**config.mk**
```make
export PLATFORM = sky130hd
export DESIGN_NAME = seq_tx_1011
export DESIGN_NICKNAME = d
export VERILOG_FILES = /design/src/rtl/seq_tx_1011.sv
export SDC_FILE = /design/constraint.sdc
export NUM_CORES = 1
export LEC_CHECK = 0
export CAP_MARGIN = 20
export CORE_ASPECT_RATIO = 0.75
export CORE_UTILIZATION = 51
export DETAILED_ROUTE_END_ITERATION = 8
export PLACE_DENSITY = 0.77
export SLEW_MARGIN = 20
export SYNTH_ARGS = -nofsm -noshare
export SYNTH_HDL_FRONTEND = slang
export SYNTH_SLANG_ARGS = --single-unit
```
**constraint.sdc**
```tcl
create_clock -name clk -period 2.2 [get_ports clk]
set_clock_uncertainty 0.1 [all_clocks]
set_input_delay 0.33 -clock clk [delete_from_list [all_inputs] [get_ports clk]]
set_output_delay 0.33 -clock clk [all_outputs]
set_load 0.02 [all_outputs]
```
**src/rtl/seq_tx_1011.sv**
```systemverilog
// Serial framer for the 1011 sync detector: sends preamble 1011, then the payload
// MSB-first, one line bit per bit_en strobe. A 0 is stuffed whenever the next 1
// would complete a 1011 anywhere other than the end of the preamble.
module seq_tx_1011 #(
    parameter int unsigned DATA_W = 8
) (
    input  logic              clk,
    input  logic              reset,
    input  logic              bit_en,
    input  logic [DATA_W-1:0] tx_data,
    input  logic              tx_valid,
    output logic              tx_ready,
    output logic              out_bit,
    output logic              busy,
    output logic              sync_pulse,
    output logic              stuff_pulse,
    output logic              frame_done
);

    localparam int unsigned     CntW     = (DATA_W > 1) ? $clog2(DATA_W) : 1;
    localparam logic [CntW-1:0] LastIdx  = CntW'(DATA_W - 1);
    localparam logic [3:0]      Preamble = 4'b1011;

    typedef enum logic [1:0] {StIdle, StPre, StData} state_e;

    state_e            state_q;
    logic [2:0]        hist_q;      // last three line bits, newest in bit 0
    logic [1:0]        pre_cnt_q;
    logic [CntW-1:0]   data_cnt_q;
    logic [DATA_W-1:0] shifter_q;

    logic cand_bit;
    logic last_pre;
    logic do_stuff;

    // Candidate bit for the current slot and the stuffing decision.
    always_comb begin
        cand_bit = 1'b0;
        case (state_q)
            StPre:   cand_bit = Preamble[2'd3 - pre_cnt_q];
            StData:  cand_bit = shifter_q[DATA_W-1];
            default: cand_bit = 1'b0;
        endcase
        last_pre = (state_q == StPre) && (pre_cnt_q == 2'd3);
        // Line ending in 101 plus a 1 would form 1011; only the preamble end may do that.
        do_stuff = bit_en && (state_q != StIdle) && (hist_q == 3'b101) && cand_bit && !last_pre;
    end

    assign tx_ready = (state_q == StIdle) && !reset;
    assign busy     = (state_q != StIdle);

    // Framing FSM with registered line bit and pulses.
    always_ff @(posedge clk) begin
        if (reset) begin
            state_q     <= StIdle;
            hist_q      <= 3'b000;
            pre_cnt_q   <= 2'd0;
            data_cnt_q  <= '0;
            shifter_q   <= '0;
            out_bit     <= 1'b0;
            sync_pulse  <= 1'b0;
            stuff_pulse <= 1'b0;
            frame_done  <= 1'b0;
        end else begin
            sync_pulse  <= 1'b0;
            stuff_pulse <= 1'b0;
            frame_done  <= 1'b0;
            case (state_q)
                StIdle: begin
                    if (bit_en) begin
                        out_bit <= 1'b0;
                        hist_q  <= {hist_q[1:0], 1'b0};
                    end
                    // Accept does not need bit_en; the idle 0 above still goes out.
                    if (tx_valid && tx_ready) begin
                        shifter_q <= tx_data;
                        pre_cnt_q <= 2'd0;
                        state_q   <= StPre;
                    end
                end
                StPre, StData: begin
                    if (do_stuff) begin
                        // Counters and shifter hold so the candidate is retried.
                        out_bit     <= 1'b0;
                        hist_q      <= {hist_q[1:0], 1'b0};
                        stuff_pulse <= 1'b1;
                    end else if (bit_en) begin
                        out_bit <= cand_bit;
                        hist_q  <= {hist_q[1:0], cand_bit};
                        if (state_q == StPre) begin
                            if (last_pre) begin
                                sync_pulse <= 1'b1;
                                data_cnt_q <= '0;
                                state_q    <= StData;
                            end else begin
                                pre_cnt_q <= pre_cnt_q + 2'd1;
                            end
                        end else begin
                            shifter_q <= shifter_q << 1;
                            if (data_cnt_q == LastIdx) begin
                                frame_done <= 1'b1;
                                state_q    <= StIdle;
                            end else begin
                                data_cnt_q <= data_cnt_q + CntW'(1);
                            end
                        end
                    end
                end
                default: state_q <= StIdle;
            endcase
        end
    end

endmodule

```
==> results.json <==
{
  "vias": 879,
  "netlist_instances": 116,
  "final_nets": 157,
  "tns_ns": 0,
  "initial_core_util": 0.5478,
  "ir_drop_uv": 802.9,
  "hold_viol": 0,
  "drive_above_1_share": 0.1324,
  "wl_per_cell_um": 13.23,
  "synth-warning-count": 0,
  "r2r_start": "state_q[0]$_SDFFE_PP0P_",
  "cts.sinks": 21,
  "p_switching_mw": 0.6147,
  "routed_wl_um": 2117,
  "r2r_slack_ns": 0.12,
  "cp_cell_sequence": "inv_1, ha_1, and2_1, o21ai_4, o2111ai_2, or3b_1, a21oi_1",
  "power_per_cell_area_nw_per_um2": 1148,
  "die_y_um": 42.29,
  "synth_top_cell_by_area": "dfxtp_1",
  "netlist_area_um2": 1104,
  "crit_slowest_cell": "or3b_1",
  "start_kind": "flip-flop",
  "startpoint": "state_q[0]$_SDFFE_PP0P_",
  "power_frac_comb": 0.532,
  "cts_hold_buf": 0,
  "p_leak_nw": 0.5320,
  "h-tree-depth": 1,
  "ant_nets": 0,
  "overflow": 0,
  "synth_common_cells": "21 x dfxtp_1, 16 x nor2_1, 12 x mux2i_1",
  "worstRegToRegCells": 7,
  "rsz0062_at_grt": "false",
  "whs_ns": 0.3649,
  "max_stage_delay_ns": 0.42,
  "slew_headroom": 0.7786,
  "max_clock_freq_mhz": 481.3,
  "crit_buf_inv": 1,
  "yosysMostFrequentCell": "dfxtp_1",
  "period_needed_ns": 2.078,
  "track_usage": 0.1992,
  "syn_to_final_growth_pct": 22.22,
  "cp.depth": 7,
  "synth_top_area_frac": 0.3810,
  "cts_buffer_depth": 2,
  "port_buffers": 17,
  "critPathKind": "flip-flop to flip-flop",
  "dr.pass1.iters": 4,
  "dieWidth_um": 55.72,
  "max_cap_violations": 0,
  "max_slew.worst_pin.slew_ns": 0.3298,
  "cp.required_ns": 2.33,
  "path_max_fanout": 6,
  "grt_pass1_vias": 892,
  "cp_data_arrival_time_ns": 2.21,
  "slew_violations": 0,
  "hp-start": "data_cnt_q[1]$_SDFFE_PP0P_",
  "outcome": "complete, no violations",
  "cts_tree": "built",
  "syn_avg_cell_area_um2": 9.513,
  "switching_share": 0.3971,
  "ys_async_sr_fraction": 0,
  "antennaDiodeCount": 0,
  "synth_nets": 136,
  "ys.flop_type": "dfxtp_1",
  "synthTopCellsByArea": "dfxtp_1 38%, mux2i_1 11%, ha_1 9.1%",
  "intPower_mw": 0.9334,
  "core_um2": 2014,
  "globalplace.congestion": 0.7790,
  "hold_class": "flip-flop to flip-flop",
  "synth-seq-area-share": 0.3810,
  "seqPwrFrac": 0.353,
  "hpwlAfterDp_um": 1646,
  "fillerInstances": 169,
  "drc": 0,
  "clk_pin_slew_ns": 0.11,
  "die-area_um2": 2356,
  "setup.worst_path.end_class": "flip-flop",
  "rows": 14,
  "ys_seq_elements": 21,
  "io_pins": 18,
  "grt_pass1_wl_um": 3622,
  "cts_buffers": 3,
  "drtIter0Drc": 22,
  "clock_power_share": 0.115,
  "grt_max_degree": 23,
  "critPathCapture": "data_cnt_q[1]$_SDFFE_PP0P_",
  "r2r_end": "data_cnt_q[1]$_SDFFE_PP0P_",
  "path_delay_family": "simple AND/OR/NAND/NOR gates",
  "cts_root_buffer": "clkbuf_4",
  "post-route-period-util": 0.9444,
  "synth_edf_count": 0,
  "setup_viol": 0,
  "antenna_found_initial": 0,
  "synth_cell_types": 37,
  "via_per_inst": 5.494,
  "clk_latency_ns": 0.29
}
==> sequential cells by signal, indices dropped and copies added, names as in the netlist <==
signal / cells
stuff_pulse: 1
data_cnt_q: 3
frame_done: 1
pre_cnt_q: 2
state_q: 2
sync_pulse: 1
shifter_q: 8
hist_q: 3
==> metrics by stage <==
stage          instance area, um^2  instances  setup slack [ns]  total power [mW]    util
2_1_floorplan                 1104        116            0.2220             1.159       -
3_3_place_gp                  1315        156            0.1904             1.340  0.6528
3_5_place_dp                  1315        156            0.1224             1.375  0.6528
4_1_cts                       1343        160           0.01106             1.554  0.6665
5_1_grt                       1349        160           0.01498             1.665  0.6696
6_report                      1349        160            0.1224             1.548  0.6696
==> metal layers <==
layer  up-vias  GRT usage  share of wire  routed length (um)
met3         2    0.05864          0.041                  87
met2        13     0.3301           0.47                 989
met5         -          0              0                   0
li1        452          -              -                   -
met1       412     0.2505           0.49                1030
met4         0    0.06500         0.0047                  10
==> layout make-up <==
class | count | area, um^2 | share of cell area
multi-input cells | 85 | 638.1 | 0.4731
flip-flops and latches | 21 | 421.7 | 0.3126
repair buffers | 21 | 214.0 | 0.1586
well taps | 24 | 30.03 | 0.02226
clock buffers | 4 | 26.28 | 0.01948
inverters | 5 | 18.77 | 0.01391
==> how the worst min path moves through the flow <==
stage                                       endpoint  cells past startpoint  slack [ns]
after floorplan           data_cnt_q[1]$_SDFFE_PP0P_                      2        0.34
after global placement    data_cnt_q[1]$_SDFFE_PP0P_                      2        0.34
after detailed placement  data_cnt_q[2]$_SDFFE_PP0P_                      2        0.35
after global routing      data_cnt_q[1]$_SDFFE_PP0P_                      2        0.40
final                     data_cnt_q[1]$_SDFFE_PP0P_                      2        0.36
after CTS                 data_cnt_q[2]$_SDFFE_PP0P_                      2        0.37
==> timing repair <==
| action | in CTS | in global routing |
|---|---|---|
| setup buffers | 0 | 0 |
| resized for setup | 2 | 3 |
| setup endpoints to repair | 2 | 9 |
| pin swaps | 0 | 1 |
==> placed cells by master, fill, tap and decap left out, types with 2 or more instances in the layout <==
cell type        synthesis  routed
or3b_1                   2       2
o21ai_0                  2       2
buf_4                    1       3
o21ai_1                  2       2
nand2_1                  5       4
nor2_1                  16      16
dfxtp_1                 21      20
a21oi_1                  5       5
clkdlybuf4s50_1          0      15
a211oi_1                 7       7
inv_1                    5       5
nand2b_1                 4       4
nor2b_1                  2       2
ha_1                     8       7
clkbuf_4                 0       3
mux2i_1                 12      12
==> tightest hold or removal path: stages (launching register included) <==
cell and delay [ns]:
dfxtp_1 0.33, nand2_1 0.05, a21oi_1 0.05
==> power groups by stage <==
| stage | Sequential (mW) | Combinational, mW | Clock, mW |
|---|---|---|---|
| global route | 0.560 | 0.905 | 0.201 |
| floorplan | 0.536 | 0.622 | 0 |
| global placement | 0.543 | 0.797 | 0 |
| detailed placement | 0.554 | 0.821 | 0 |
| CTS | 0.546 | 0.825 | 0.183 |
| finish | 0.547 | 0.824 | 0.177 |
==> logic make-up after synthesis <==
family / count (synthesis) / synth area share
adders and majority gates: 8 / 0.09071
buffers and inverters: 10 / 0.04535
muxes: 12 / 0.1088
AOI/OAI and AO/OA: 23 / 0.1565
and+or+nand+nor: 42 / 0.2177
DFF: 21 / 0.3809
Note: power is estimated with default switching activity, not from simulation.
